===== config.mk =====
export PLATFORM = sky130hd
export DESIGN_NAME = pla_opa_out_serializer
export DESIGN_NICKNAME = d
export VERILOG_FILES = /design/src/rtl/pla_opa_pkg.sv /design/src/rtl/pla_opa_beat_select.sv /design/src/rtl/pla_opa_out_serializer.sv
export SDC_FILE = /design/constraint.sdc
export NUM_CORES = 1
export LEC_CHECK = 0
export CORE_MARGIN = 8
export CORE_UTILIZATION = 50
export CTS_CLUSTER_DIAMETER = 50
export DETAILED_ROUTE_END_ITERATION = 8
export PLACE_DENSITY = 0.84
export SLEW_MARGIN = 40
export SYNTH_ARGS = -nofsm -noshare
export SYNTH_HDL_FRONTEND = slang
export SYNTH_SLANG_ARGS = --single-unit

===== constraint.sdc =====
create_clock -name clk -period 4.15 [get_ports clk]
set_input_delay 0.6225 -clock clk [delete_from_list [all_inputs] [get_ports clk]]
set_output_delay 0.6225 -clock clk [all_outputs]
set_load 0.1 [all_outputs]

===== src/rtl/pla_opa_pkg.sv =====
// Shared constants, FSM state type and beat-count helpers for the opa PLA output serializer.
package pla_opa_pkg;

  localparam int PLA_OPA_NOUT = 69;
  localparam int PLA_OPA_NZ   = 61;

  typedef enum logic [0:0] {
    IDLE = 1'b0,
    SEND = 1'b1
  } ser_state_t;

  function automatic int nbeats(input int beat_w);
    return (PLA_OPA_NZ + beat_w - 1) / beat_w;
  endfunction

  // Keeps beat-index ports at least one bit wide when a word fits in one beat.
  function automatic int idx_width(input int n);
    return (n > 1) ? $clog2(n) : 1;
  endfunction

endpackage


===== src/rtl/pla_opa_beat_select.sv =====
// Priority finder: lowest nonzero beat above idx_i (or at idx_i when incl_i=1).
// last_o=1 means no such beat exists, i.e. the beat at idx_i is the final one to emit.
module pla_opa_beat_select #(
  parameter int BEAT_W = 8,
  parameter int NBEATS = 8,
  parameter int IDX_W  = 3
) (
  input  logic [NBEATS*BEAT_W-1:0] word_i,
  input  logic [IDX_W-1:0]         idx_i,
  input  logic                     incl_i,
  output logic [IDX_W-1:0]         next_idx_o,
  output logic                     last_o
);

  logic [NBEATS-1:0] nz;

  for (genvar gi = 0; gi < NBEATS; gi++) begin : g_nz
    assign nz[gi] = |word_i[gi*BEAT_W +: BEAT_W];
  end

  // Descending scan so the lowest qualifying beat is the one left standing.
  always_comb begin
    next_idx_o = '0;
    last_o     = 1'b1;
    for (int b = NBEATS - 1; b >= 0; b--) begin
      if (nz[b] && ((b > int'(idx_i)) || (incl_i && (b == int'(idx_i))))) begin
        next_idx_o = IDX_W'(b);
        last_o     = 1'b0;
      end
    end
  end

endmodule


===== src/rtl/pla_opa_out_serializer.sv =====
// Captures a 69-bit opa PLA word, drops z61..z68 and streams the rest as BEAT_W-bit beats.
// Optional zero-beat skipping is enabled by defining PLA_OPA_SER_SKIP_EN.
module pla_opa_out_serializer
  import pla_opa_pkg::*;
#(
  parameter int  BEAT_W = 8,
  parameter int  CNT_W  = 16,
  localparam int NBEATS = nbeats(BEAT_W),
  localparam int IDX_W  = idx_width(NBEATS)
) (
  input  logic                    clk,
  input  logic                    rst_n,
  input  logic                    in_valid,
  output logic                    in_ready,
  input  logic [PLA_OPA_NOUT-1:0] in_z,
  output logic                    out_valid,
  input  logic                    out_ready,
  output logic [BEAT_W-1:0]       out_data,
  output logic [IDX_W-1:0]        out_idx,
  output logic                    out_last,
  output logic [CNT_W-1:0]        word_cnt
);

  localparam int              PAD_W    = NBEATS * BEAT_W;
  localparam logic [IDX_W-1:0] LAST_IDX = IDX_W'(NBEATS - 1);

  ser_state_t                        state_q, state_d;
  logic [IDX_W-1:0]                  idx_q, idx_d;
  logic [PLA_OPA_NZ-1:0]             shadow_q, shadow_d;
  logic [CNT_W-1:0]                  cnt_q, cnt_d;
  logic [PAD_W-1:0]                  shadow_pad;
  logic [BEAT_W-1:0]                 beat_arr [NBEATS];
  logic [IDX_W-1:0]                  first_idx;
  logic [IDX_W-1:0]                  next_idx;
  logic                              cur_last;
  logic                              xfer;
  logic                              capture;
  logic [PLA_OPA_NOUT-PLA_OPA_NZ-1:0] unused_z_hi;

  assign unused_z_hi = in_z[PLA_OPA_NOUT-1:PLA_OPA_NZ];
  assign shadow_pad  = PAD_W'(shadow_q);

  for (genvar gi = 0; gi < NBEATS; gi++) begin : g_beat
    assign beat_arr[gi] = shadow_pad[gi*BEAT_W +: BEAT_W];
  end

`ifdef PLA_OPA_SER_SKIP_EN
  logic [PAD_W-1:0] in_pad;
  logic [IDX_W-1:0] first_raw;
  logic             first_none;
  logic             next_none;

  assign in_pad = PAD_W'(in_z[PLA_OPA_NZ-1:0]);

  pla_opa_beat_select #(
    .BEAT_W (BEAT_W),
    .NBEATS (NBEATS),
    .IDX_W  (IDX_W)
  ) u_first (
    .word_i     (in_pad),
    .idx_i      ('0),
    .incl_i     (1'b1),
    .next_idx_o (first_raw),
    .last_o     (first_none)
  );

  pla_opa_beat_select #(
    .BEAT_W (BEAT_W),
    .NBEATS (NBEATS),
    .IDX_W  (IDX_W)
  ) u_next (
    .word_i     (shadow_pad),
    .idx_i      (idx_q),
    .incl_i     (1'b0),
    .next_idx_o (next_idx),
    .last_o     (next_none)
  );

  // An all-zero word still needs one beat so the sink sees out_last.
  assign first_idx = first_none ? LAST_IDX : first_raw;
  assign cur_last  = next_none;
`else
  assign first_idx = '0;
  assign next_idx  = idx_q + IDX_W'(1);
  assign cur_last  = (idx_q == LAST_IDX);
`endif

  assign out_valid = (state_q == SEND);
  assign out_idx   = idx_q;
  assign out_data  = out_valid ? beat_arr[idx_q] : '0;
  assign out_last  = out_valid & cur_last;
  assign xfer      = out_valid & out_ready;
  assign in_ready  = rst_n & (~out_valid | (xfer & out_last));
  assign capture   = in_valid & in_ready;
  assign word_cnt  = cnt_q;

  always_comb begin
    state_d  = state_q;
    idx_d    = idx_q;
    shadow_d = shadow_q;
    cnt_d    = cnt_q;
    case (state_q)
      IDLE: begin
        if (capture) begin
          shadow_d = in_z[PLA_OPA_NZ-1:0];
          idx_d    = first_idx;
          state_d  = SEND;
        end
      end
      SEND: begin
        if (xfer) begin
          if (cur_last) begin
            cnt_d = cnt_q + CNT_W'(1);
            if (capture) begin
              shadow_d = in_z[PLA_OPA_NZ-1:0];
              idx_d    = first_idx;
            end else begin
              state_d = IDLE;
              idx_d   = '0;
            end
          end else begin
            idx_d = next_idx;
          end
        end
      end
      default: begin
        state_d = IDLE;
        idx_d   = '0;
      end
    endcase
  end

  always_ff @(posedge clk) begin
    if (!rst_n) begin
      state_q  <= IDLE;
      idx_q    <= '0;
      shadow_q <= '0;
      cnt_q    <= '0;
    end else begin
      state_q  <= state_d;
      idx_q    <= idx_d;
      shadow_q <= shadow_d;
      cnt_q    <= cnt_d;
    end
  end

endmodule

[Word level (Yosys, flattened, before mapping)]
Index checks and enable logic that the tools add are counted.
Operators by class
  $mul: 0
  $add $sub $neg: 2
  divide/modulo/power cells: 0
  shifts and indexed selects: 0
  eq/ne operators: 4
  reductions and logical operators: 3
  muxes and demuxes: 16
  $lt $le $gt $ge: 1
  bitwise operators: 8
Operators by type and width (number)
  61-bit two-way mux: 3
  61-bit one-hot mux with 2 select lines: 1
  8-bit binary-select mux with 3-bit select: 1
  8-bit two-way mux: 3
  16-bit by 1-bit adder with 16-bit output (second input constant): 1
  3-bit two-way mux: 3
  3-bit one-hot mux with 2 select lines: 1
  1-bit AND: 5
  4-bit greater-or-equal comparator (second input constant): 1
  2-bit by 1-bit != test with 1-bit output (second input constant): 2
  3-bit inverter with 4-bit output: 1
  2-bit AND reduction: 2
  3-bit by 1-bit adder with 3-bit output (second input constant): 1
  3-bit equality test (second input constant): 1
  1-bit two-way mux: 3
  3-bit AND reduction: 1
  2-bit != test (second input constant): 1
  1-bit one-hot mux with 2 select lines: 1
  1-bit inverter: 1
  1-bit OR: 1
Storage, ports and cells
  output and inout port bits: 30
  input bits: 73
  word-level logic and storage cells: 38
  latch bits: 0
  memory bits (writable): 0
  memories kept: 0
  register bits after elaboration: 81
  ROM bits: 0

[Logic depth before layout (Yosys ltp)]
Gate-level depths: netlist (run 1).
  word-level depth: 10
  depth in mapped cells: 8
  depth with buffers taken out: 6

[Least setup slack after synthesis (run 1)]
No wires, ideal clock.
  kind: reg2out
  from: register idx_q[0], in the netlist out_idx[0]
  to: output out_data[5]
  data required time: 3527 ps
  arrival time: 4123 ps
  cell stages (with the launch flop): 6
  setup slack: -596 ps
  cells stage by stage: dfxtp_1 -> buf_4 -> buf_2 -> nor2b_1 -> a21oi_1 -> a211oi_1
On the way
  word-level cells in the longest chain between the ends: 5
Ends and longest elaborated chain
  start: declaration: line pla_opa_out_serializer.sv:28  | logic [IDX_W-1:0] idx_q, idx_d;
  start signal: assignment: line pla_opa_out_serializer.sv:141  | idx_q <= idx_d;
  3-bit inverter with 4-bit output (not written as such): line pla_opa_out_serializer.sv:90  | assign out_data = out_valid ? beat_arr[idx_q] : '0;
  8-bit binary-select mux with 3-bit select: line pla_opa_out_serializer.sv:90
  8-bit two-way mux (not written as such) (2 in a row): line pla_opa_out_serializer.sv:90
  8-bit two-way mux: line pla_opa_out_serializer.sv:90
  end: declaration: line pla_opa_out_serializer.sv:18  | output logic [BEAT_W-1:0] out_data,
Every way passes these cells. The select of a mux whose other input is x is not followed.

[Final worst setup path (run 1)]
  from: register idx_q[0], in the netlist out_idx[0]
  to: output in_ready
On the way
  word-level cells in the longest chain between the ends: 5
Ends and longest elaborated chain
  3-bit equality test: line pla_opa_out_serializer.sv:85  | assign cur_last = (idx_q == LAST_IDX);
  1-bit AND: line pla_opa_out_serializer.sv:91  | assign out_last = out_valid & cur_last;
  1-bit AND: line pla_opa_out_serializer.sv:93  | assign in_ready = rst_n & (~out_valid | (xfer & out_last));
  1-bit OR: line pla_opa_out_serializer.sv:93
  1-bit AND: line pla_opa_out_serializer.sv:93
  end: declaration: line pla_opa_out_serializer.sv:14  | output logic in_ready,
Every way passes these cells.

==> metrics.yaml, run 1 <==
instances_no_fill: 597
tritoncts: "built"
yosysSeqAreaShare: 0.459
p_total_mw: 1.55
grt_use_total: 0.176
final_nets: 573
die_y_um: 100
critPathBufInv: 2
synth_flop_cell: "dfxtp_1"
routed_wl_um: 8760
clk_path_buf_depth: 2
portBuffers: 94
pre_cts_ws_ns: 1.59
antenna_found_initial: 0
fp.coreArea_um2: 6830
ir_drop_mv: 0.198
cts_resized: 0
synthCells: 416
ys.warnings.count: 0
cpLargestDelayFamily: "buffers and inverters"
ctsHoldBuffers: 0
cp-start-kind: "register"
cts_max_level: 3
rsz0062_at_grt: "no"
min_path_type: "reg2reg"
slew_violations: 0
end_kind: "output port"
cap_violations: 0
synth_edf_count: 0
crit_required_ns: 3.53
grt_overflow_total: 0
hpwlAfterDp_um: 6370
tightest_slew_ns: 0.692
grt_start_max_net_pins: 123
period_needed_ns: 2.81
hold_violations: 0
fmax_ghz: 0.355
antenna_cells: 0
outcome: "complete, no violations"
layout.filler_cells: 583
drive_above_1_share: 0.142
dieArea_um2: 10000
cts_buffers: 9
drt_pass1_iterations: 5
synth_area_um2: 3530
synth.distinct_cells: 35
cp_max_fo: 21
ios: 103
setup_viol: 0
die_w_um: 100
drt.antenna.violating_nets: 0
detailedRoute.firstIterationViolations: 105
drc: 0
grt_pass1_vias: 3008
final_common_cell: "nand2_1"
async_reset_ff_frac: 0
fin_skew_ns: 0.00937
syn_nets: 492
cts.clk_slew.worst_paths_ns: 0.08
relSlewSlack: 0.539
regArea_um2: 1620
ys_ff_latch: 81
critPathArrivalTime_ns: 2.19
start_util: 0.517
rows: 30
crit_type: "reg2out"
period_share: 0.678
route.vias.total: 3048
slowest_delay_ns: 0.33
p_per_area_nw_per_um2: 342
p_leak_nw: 1.70
multi_input_area_um2: 1770
setup_slack_ns: 1.34
yosys.area.top_type: "dfxtp_1"
dp.cells: 582
gp_congestion: 0.776
cp_cell_sequence: "buf_4 > ha_1 > ha_1 > a21boi_1 > nor2_1 > buf_4"
crit_path_top_delay_cell: "dfxtp_1"
post_cts_buffers: 0
vias_per_cell: 5.11
syn2layout_area_growth_pct: 28.4
syn_area_per_cell_um2: 8.49
grt_first_pass_wirelength_um: 14300
setup_tns_ns: 0
cts_sinks: 81
synthTopCellsByArea: "dfxtp_1 46%, nand2_1 14%, mux4_2 8.3%, o21ai_0 7.9%, mux2i_1 2.8%"
clk_latency_ns: 0.34
wl_per_cell_um: 14.7
clockRootBuffer: "clkbuf_8"
yosys.area.top_type_share: 0.459
final_cell_mix: "132 x nand2_1, 81 x dfxtp_1, 63 x clkdlybuf4s50_1, 56 x o21ai_0, 26 x nor2_1"
[state kept, by name, indices dropped and copies added, names as in the netlist]
| signal | count |
|---|---|
| word_cnt | 16 |
| out_idx | 3 |
| shadow_q | 61 |
| out_valid | 1 |
[power breakdown]
| group | switching (mW) | total, mW | internal (mW) |
|---|---|---|---|
| Clock | 0.263 | 0.492 | 0.229 |
| Sequential | 0.0223 | 0.842 | 0.819 |
| Combinational | 0.115 | 0.216 | 0.101 |
[worst paths after layout]
check / from / cells past startpoint / to / slack (ns)
setup / recovery: out_idx[0] / 6 / in_ready / 1.34
hold / removal: shadow_q[53] / 2 / shadow_q[53] / 0.45
setup reg to reg: out_idx[0] / 7 / shadow_q[8] / 1.57
hold reg to reg: shadow_q[53] / 2 / shadow_q[53] / 0.45
[worst reg2reg max path: cells and delay by family (launching register included)]
family	cells	cell delay, ns
DFF	1	0.33
AOI/OAI and AO/OA	2	0.49
buffers and inverters	2	0.86
adders and majority gates	2	0.52
and+or+nand+nor	1	0.21
[cell type report]
type	count	area share
sequential	81	0.358
clock inverter	3	0.00386
tap	96	0.0265
timing repair buffer	98	0.187
inverter	4	0.00331
multi-input combinational	303	0.390
clock buffer	12	0.0320
[cell usage after synthesis, types with 2 or more instances]
master	n
clkbuf_1	13
o21ai_1	9
buf_2	5
nand2b_1	2
a21oi_1	9
nor4_2	2
or3_1	2
nand2_1	132
a211oi_1	3
o21ai_0	56
a22oi_1	3
nor2_1	26
and2_1	3
nand3_1	7
buf_4	8
nor3_1	4
dfxtp_1	81
mux4_2	13
nand4_2	2
nand4b_1	2
xnor2_1	6
xor2_1	3
inv_1	2
ha_1	3
mux2i_1	10
[layer usage]
layer  global-route usage  vias up  part of all wire
met5                    0        -                 0
met4               0.0651        0             0.012
met3               0.0484        8             0.070
met2                0.283       89              0.47
met1                0.218     1394              0.45
li1                     -     1557                 -
[stage by stage]
step                hold WS [ns]   util  instance area (um2)
floorplan                  0.425      -                 3550
global placement           0.435  0.653                 4460
detailed placement         0.440  0.640                 4370
CTS                        0.452  0.664                 4530
global route               0.470  0.664                 4530
finish                     0.451  0.664                 4530
[kinds of logic after synthesis]
logic type               count (synthesis)  share of synthesized area
flip-flops                              81                      0.459
XOR/XNOR                                 9                     0.0223
buffers and inverters                   32                     0.0464
multiplexers                            23                      0.111
AND/OR/NAND/NOR                        187                      0.230
AO/OA/AOI/OAI                           81                      0.120
adder cells (fa/ha/maj)                  3                     0.0106
Power figures use the tool's default switching activity.
==> run 2, diff against run 1 <==
--- a/config.mk
+++ b/config.mk
@@ -6,10 +6,10 @@
 export NUM_CORES = 1
 export LEC_CHECK = 0
 export CORE_MARGIN = 8
-export CORE_UTILIZATION = 50
+export CORE_UTILIZATION = 47
 export CTS_CLUSTER_DIAMETER = 50
 export DETAILED_ROUTE_END_ITERATION = 8
-export PLACE_DENSITY = 0.84
+export PLACE_DENSITY = 0.79
 export SLEW_MARGIN = 40
 export SYNTH_ARGS = -nofsm -noshare
 export SYNTH_HDL_FRONTEND = slang
==> constraint.sdc (replaced) <==
create_clock -name clk -period 2.86 [get_ports clk]
set_input_delay 0.429 -clock clk [delete_from_list [all_inputs] [get_ports clk]]
set_output_delay 0.429 -clock clk [all_outputs]
set_load 0.1 [all_outputs]
==> run 2 against run 1 <==
  * Total power increased by 65%
  * Combinational power rose by 55%
  * Sequential cell count did not move
  * Final cell count grew 1.2%
  * Non-clock buffer count grew 3
  * Sequential share of layout area shrank 2.1 points
  * Highest routed layer unchanged
==> metrics.yaml, run 2 (same netlist as run 1, synthesis figures left out) <==
cp_common_cell: "buf_4"
fin_skew_ns: 0.00475  # -0.00462 ns
relSlewSlack: 0.570  # +0.0309
ir_drop_mv: 0.251  # +27%
final_cell_mix: "132 x nand2_1, 77 x dfxtp_1, 63 x clkdlybuf4s50_1, 56 x o21ai_0, 29 x buf_4"
cts_max_level: 3  # unchanged
rows: 31  # +3.3%
drt.antenna.violating_nets: 0  # unchanged
regArea_um2: 1630  # +0.46%
drc: 0  # unchanged
p_total_mw: 2.56  # +65%
tightest_slew_ns: 0.646  # -0.0463 ns
grt_pass1_vias: 3154  # +4.9%
end_kind: "output port"
grt_util_met1: 0.210  # -0.00740
outcome: "complete, no violations"
wl_per_cell_um: 14.8  # +0.91%
cp_max_fo: 16  # -24%
start_util: 0.487  # -0.0300
crit_type: "reg2out"
cp_cell_sequence: "buf_4 > mux4_2 > mux2i_1 > nor2_2 > buf_4"
cts_buffers: 9  # unchanged
gp_congestion: 0.825  # +6.3%
setup_tns_ns: 0  # unchanged
cts_resized: 0  # unchanged
critPathArrivalTime_ns: 2.13  # -0.06 ns
grt_start_max_net_pins: 67  # -46%
top_usage_layer: "met2"
detailedRoute.firstIterationViolations: 114  # +8.6%
grt_first_pass_wirelength_um: 14600  # +2.4%
largest_reg_flops: 61  # unchanged
syn2layout_area_growth_pct: 36.9
ios: 103  # unchanged
dieArea_um2: 10500  # +5.3%
layout.filler_cells: 571  # -2.1%
period_needed_ns: 2.55
final_common_cell: "nand2_1"
fmax_ghz: 0.391
crit_path_top_delay_cell: "dfxtp_4"
cpLargestDelayFamily: "multiplexers"
antenna_cells: 0  # unchanged
regMostFlops: "shadow_q"
vias_per_cell: 5.15  # +0.95%
rsz0062_at_grt: "no"
tritoncts: "built"
multi_input_area_um2: 1800  # +2.1%
drive_above_1_share: 0.172  # +0.0306
min_path_type: "reg2reg"
slew_violations: 0  # unchanged
grt_use_total: 0.178  # +0.00230
post_cts_buffers: 0  # unchanged
p_leak_nw: 1.78  # +5.0%
portBuffers: 94  # unchanged
critPathBufInv: 2  # unchanged
period_share: 0.893
setup_viol: 0  # unchanged
use_met3: 0.0554  # +0.00693
crit_required_ns: 2.43  # -1.10 ns
die_y_um: 103  # +2.6%
clockRootBuffer: "clkbuf_8"
slowest_delay_ns: 0.52  # +0.19 ns
routed_wl_um: 8940  # +2.1%
drt_pass1_iterations: 4  # -1
hold_violations: 0  # unchanged
cts_sinks: 81  # unchanged
hpwlAfterDp_um: 6400  # +0.51%
met2_usage: 0.295  # +0.0115
clk_latency_ns: 0.34  # about the same
cp-start-kind: "register"
final_nets: 576  # +0.52%
antenna_found_initial: 0  # unchanged
ctsHoldBuffers: 0  # unchanged
p_per_area_nw_per_um2: 530  # +55%
clk_path_buf_depth: 2  # unchanged
route.vias.total: 3113  # +2.1%
fp.coreArea_um2: 7250  # +6.2%
die_w_um: 103  # +2.6%
grt_overflow_total: 0  # unchanged
cts.clk_slew.worst_paths_ns: 0.08  # about the same
cap_violations: 0  # unchanged
==> run 2: cell types whose count changed in the layout (fill, tap and decap cells not counted), moves of 3 or more <==
cell      delta
a211oi_2     -3
clkbuf_8     +3
buf_12       +8
buf_4       +15
nor2_1       -6
buf_2       -19
dfxtp_1      -4
nor2_2       +6
a211oi_4     +3
dfxtp_2      +3
==> run 2: worst min-delay path: stages (launching register included) <==
cell and delay, ns:
dfxtp_1 0.32, nand2_1 0.05, o21ai_1 0.05
==> run 2: path summary, 6_finish.rpt <==
check / startpoint / to / slack (ns) / depth (start not counted)
max: out_idx[0] / out_data[1] / 0.31 / 5
max reg2reg: out_idx[0] / word_cnt[12] / 0.65 / 6
min: shadow_q[53] / shadow_q[53] / 0.45 / 2
min reg2reg: shadow_q[53] / shadow_q[53] / 0.45 / 2
==> run 2: layer usage <==
layer,routed length [um],part of all wire,up-vias
met5,0,0,-
met1,3720,0.42,1459
met4,156,0.017,0
met3,643,0.072,13
met2,4430,0.49,82
li1,-,-,1559
==> run 2: cell type report <==
class                           instances  share of cell area
Clock buffer                           13              0.0370
Clock inverter                          3              0.0142
Inverter                                4             0.00311
Multi-Input combinational cell        303               0.373
Sequential cell                        81               0.337
Tap cell                               99              0.0256
Timing Repair Buffer                  101               0.210
==> run 2: through the flow <==
| step | util | cell area, um2 | hold WS (ns) | cells | worst slack, ns |
|---|---|---|---|---|---|
| after global placement | 0.632 | 4590 | 0.434 | 588 | 0.673 |
| after CTS | 0.666 | 4830 | 0.455 | 604 | 0.263 |
| after global routing | 0.666 | 4830 | 0.484 | 604 | 0.168 |
| final | 0.666 | 4830 | 0.453 | 604 | 0.305 |
| after floorplan | - | 3590 | 0.425 | 416 | 0.123 |
| after detailed placement | 0.632 | 4590 | 0.444 | 588 | 0.653 |
==> run 2: report_power, final <==
| group | leakage, nW | total, mW | switching [mW] | internal, mW |
|---|---|---|---|---|
| Sequential | 0.665 | 1.22 | 0.0364 | 1.19 |
| Clock | 0.126 | 1.00 | 0.411 | 0.591 |
| Combinational | 0.989 | 0.335 | 0.173 | 0.162 |
| Total | 1.78 | 2.56 | 0.620 | 1.94 |
==> run 3, diff against run 2 <==
--- a/config.mk
+++ b/config.mk
@@ -5,11 +5,13 @@
 export SDC_FILE = /design/constraint.sdc
 export NUM_CORES = 1
 export LEC_CHECK = 0
+export CELL_PAD_IN_SITES_DETAIL_PLACEMENT = 0
+export CELL_PAD_IN_SITES_GLOBAL_PLACEMENT = 1
 export CORE_MARGIN = 8
-export CORE_UTILIZATION = 47
+export CORE_UTILIZATION = 34
 export CTS_CLUSTER_DIAMETER = 50
 export DETAILED_ROUTE_END_ITERATION = 8
-export PLACE_DENSITY = 0.79
+export PLACE_DENSITY_LB_ADDON = 0.1
 export SLEW_MARGIN = 40
 export SYNTH_ARGS = -nofsm -noshare
 export SYNTH_HDL_FRONTEND = slang
==> run 3 against run 2 <==
  * Total power is essentially flat
  * First-iteration DRC count rose by 68%
  * Worst setup slack improved by 0.00071 ns
  * Sequential power hardly changed
  * Global-route usage is 4.7 points lower
  * Register-to-register slack got worse by 0.03 ns
  * Hold slack got worse by 0.0024 ns
  * Clock power is essentially flat
  * Critical path depth did not move
  * Routed wire length up 2.5%
  * Combinational power down 2%
  * Critical endpoint is now out_data[2]
  * Largest cell class unchanged
==> metrics.yaml, run 3 (same netlist as run 1, synthesis figures left out) <==
hp-start: "shadow_q[52]"
final_util: 0.475  # -0.192
critPathBufInv: 2  # unchanged
ctsHoldBuffers: 0  # unchanged
routed_wl_um: 9160  # +2.5%
min_to: "shadow_q[52]"
cp_cell_sequence: "buf_4 > mux4_2 > mux2i_1 > nor2_2 > buf_4"
slew_violations: 0  # unchanged
die_w_um: 118  # +15%
cp-start-kind: "register"
fp.coreArea_um2: 10200  # +40%
antenna_found_initial: 0  # unchanged
rsz0062_at_grt: "no"
relSlewSlack: 0.537  # -0.0329
min_path_type: "reg2reg"
setup_tns_ns: 0  # unchanged
ir_drop_mv: 0.257  # +2.5%
dieArea_um2: 13900  # +32%
layout.filler_cells: 1052  # +84%
cp_common_cell: "buf_4"
grt_pass1_vias: 3119  # -1.1%
r2r_end: "word_cnt[12]"
route.vias.total: 3017  # -3.1%
grt_use_total: 0.131  # -0.0468
worstRegToRegCells: 6  # unchanged
whs_path_depth: 2  # unchanged
cap_violations: 0  # unchanged
rows: 37  # +19%
crit_type: "reg2out"
tightest_slew_ns: 0.695  # +0.0493 ns
grt_first_pass_wirelength_um: 14900  # +2.3%
crit_path_top_delay_cell: "dfxtp_4"
p_leak_nw: 1.76  # -1.3%
clk_latency_ns: 0.34  # about the same
cts_max_level: 3  # unchanged
drc: 0  # unchanged
reg2reg_slack_ns: 0.62  # -0.03 ns
regArea_um2: 1630  # unchanged
cpLargestDelayFamily: "multiplexers"
largest_reg_flops: 61  # unchanged
final_common_cell: "nand2_1"
drt_pass1_iterations: 4  # unchanged
hpwlAfterDp_um: 6450  # +0.77%
period_needed_ns: 2.55  # -0.000709 ns
outcome: "complete, no violations"
crit_required_ns: 2.43  # about the same
dp.cells: 623  # +6.0%
period_share: 0.893  # about the same
cts.clk_slew.worst_paths_ns: 0.09  # about the same
slowest_delay_ns: 0.55  # +0.03 ns
clockRootBuffer: "clkbuf_8"
regMostFlops: "shadow_q"
p_per_area_nw_per_um2: 530  # about the same
wl_per_cell_um: 14.3  # -3.1%
grt_overflow_total: 0  # unchanged
critPathArrivalTime_ns: 2.13  # about the same
instances_no_fill: 639  # +5.8%
final_cell_mix: "132 x nand2_1, 77 x dfxtp_1, 63 x clkdlybuf4s50_1, 56 x o21ai_0, 29 x buf_4"
fmax_ghz: 0.392  # about the same
vias_per_cell: 4.72  # -8.4%
final_nets: 574  # -0.35%
ios: 103  # unchanged
die_y_um: 118  # +15%
syn2layout_area_growth_pct: 37.0  # about the same
cts_sinks: 81  # unchanged
post_cts_buffers: 0  # unchanged
cts_buffers: 9  # unchanged
multi_input_area_um2: 1800  # unchanged
drive_above_1_share: 0.167  # -0.00528
drt.antenna.violating_nets: 0  # unchanged
gp_congestion: 0.715  # -13%
setup_viol: 0  # unchanged
cts_resized: 0  # unchanged
antenna_cells: 0  # unchanged
hold_violations: 0  # unchanged
start_util: 0.347  # -0.140
portBuffers: 94  # unchanged
fin_skew_ns: 0.00601  # +0.00126 ns
end_kind: "output port"
tritoncts: "built"
r2r_start: "out_idx[0]"
cp_max_fo: 18  # +2
grt_start_max_net_pins: 123  # +84%
clk_path_buf_depth: 2  # unchanged
detailedRoute.firstIterationViolations: 191  # +68%
-- run 3: changes by cell type in the layout (fill, tap and decap cells not counted) --
cell,delta
inv_6,-1
clkbuf_1,+1
clkinvlp_4,+1
buf_12,-2
clkinv_2,+1
bufinv_16,+1
clkbuf_8,-3
-- run 3: worst max-delay path by stage --
stage               startpoint      endpoint  slack [ns]  cells after the start
global route        out_idx[0]   out_data[4]        0.18                      5
CTS                 out_idx[0]   out_data[2]        0.25                      5
global placement    out_idx[0]  word_cnt[14]        0.62                      6
detailed placement  out_idx[0]  word_cnt[12]        0.60                      6
finish              out_idx[0]   out_data[2]        0.31                      5
floorplan           out_idx[2]   out_data[6]        0.12                      3
-- run 3: metrics by stage --
step	hold WS (ns)	power [mW]	area, um2	worst slack (ns)
global route	0.477	2.68	4840	0.178
CTS	0.451	2.61	4840	0.254
finish	0.450	2.56	4840	0.306
global placement	0.435	1.58	4590	0.615
floorplan	0.425	1.43	3590	0.123
detailed placement	0.438	1.58	4590	0.601
-- run 3: where the power goes --
group / total (mW) / leakage [nW] / internal, mW / switching, mW
logic: 0.327 / 0.971 / 0.157 / 0.170
clock network: 1.01 / 0.120 / 0.603 / 0.409
registers: 1.22 / 0.665 / 1.19 / 0.0362
total: 2.56 / 1.76 / 1.95 / 0.616
-- run 3: final cells by class --
class / instances / share of cell area
multi-input cells: 303 / 0.373
clock inverters: 5 / 0.0212
flip-flops and latches: 81 / 0.337
clock buffers: 11 / 0.0292
inverters: 4 / 0.00310
repair buffers: 99 / 0.201
well taps: 136 / 0.0352
-- run 3: routing by layer --
metal / track usage / share of wire / vias up
met3: 0.0350 / 0.046 / 10
met2: 0.217 / 0.46 / 65
li1: - / - / 1560
met4: 0.0528 / 0.014 / 0
met5: 0 / 0 / -
met1: 0.158 / 0.48 / 1382
-- run 3: worst register-to-register path: stages, from the launching register on --
cell and delay, ns:
dfxtp_4 0.55, ha_1 0.21, ha_1 0.28, nand4_2 0.24, or4_1 0.60, o21ai_1 0.15, a21oi_1 0.08
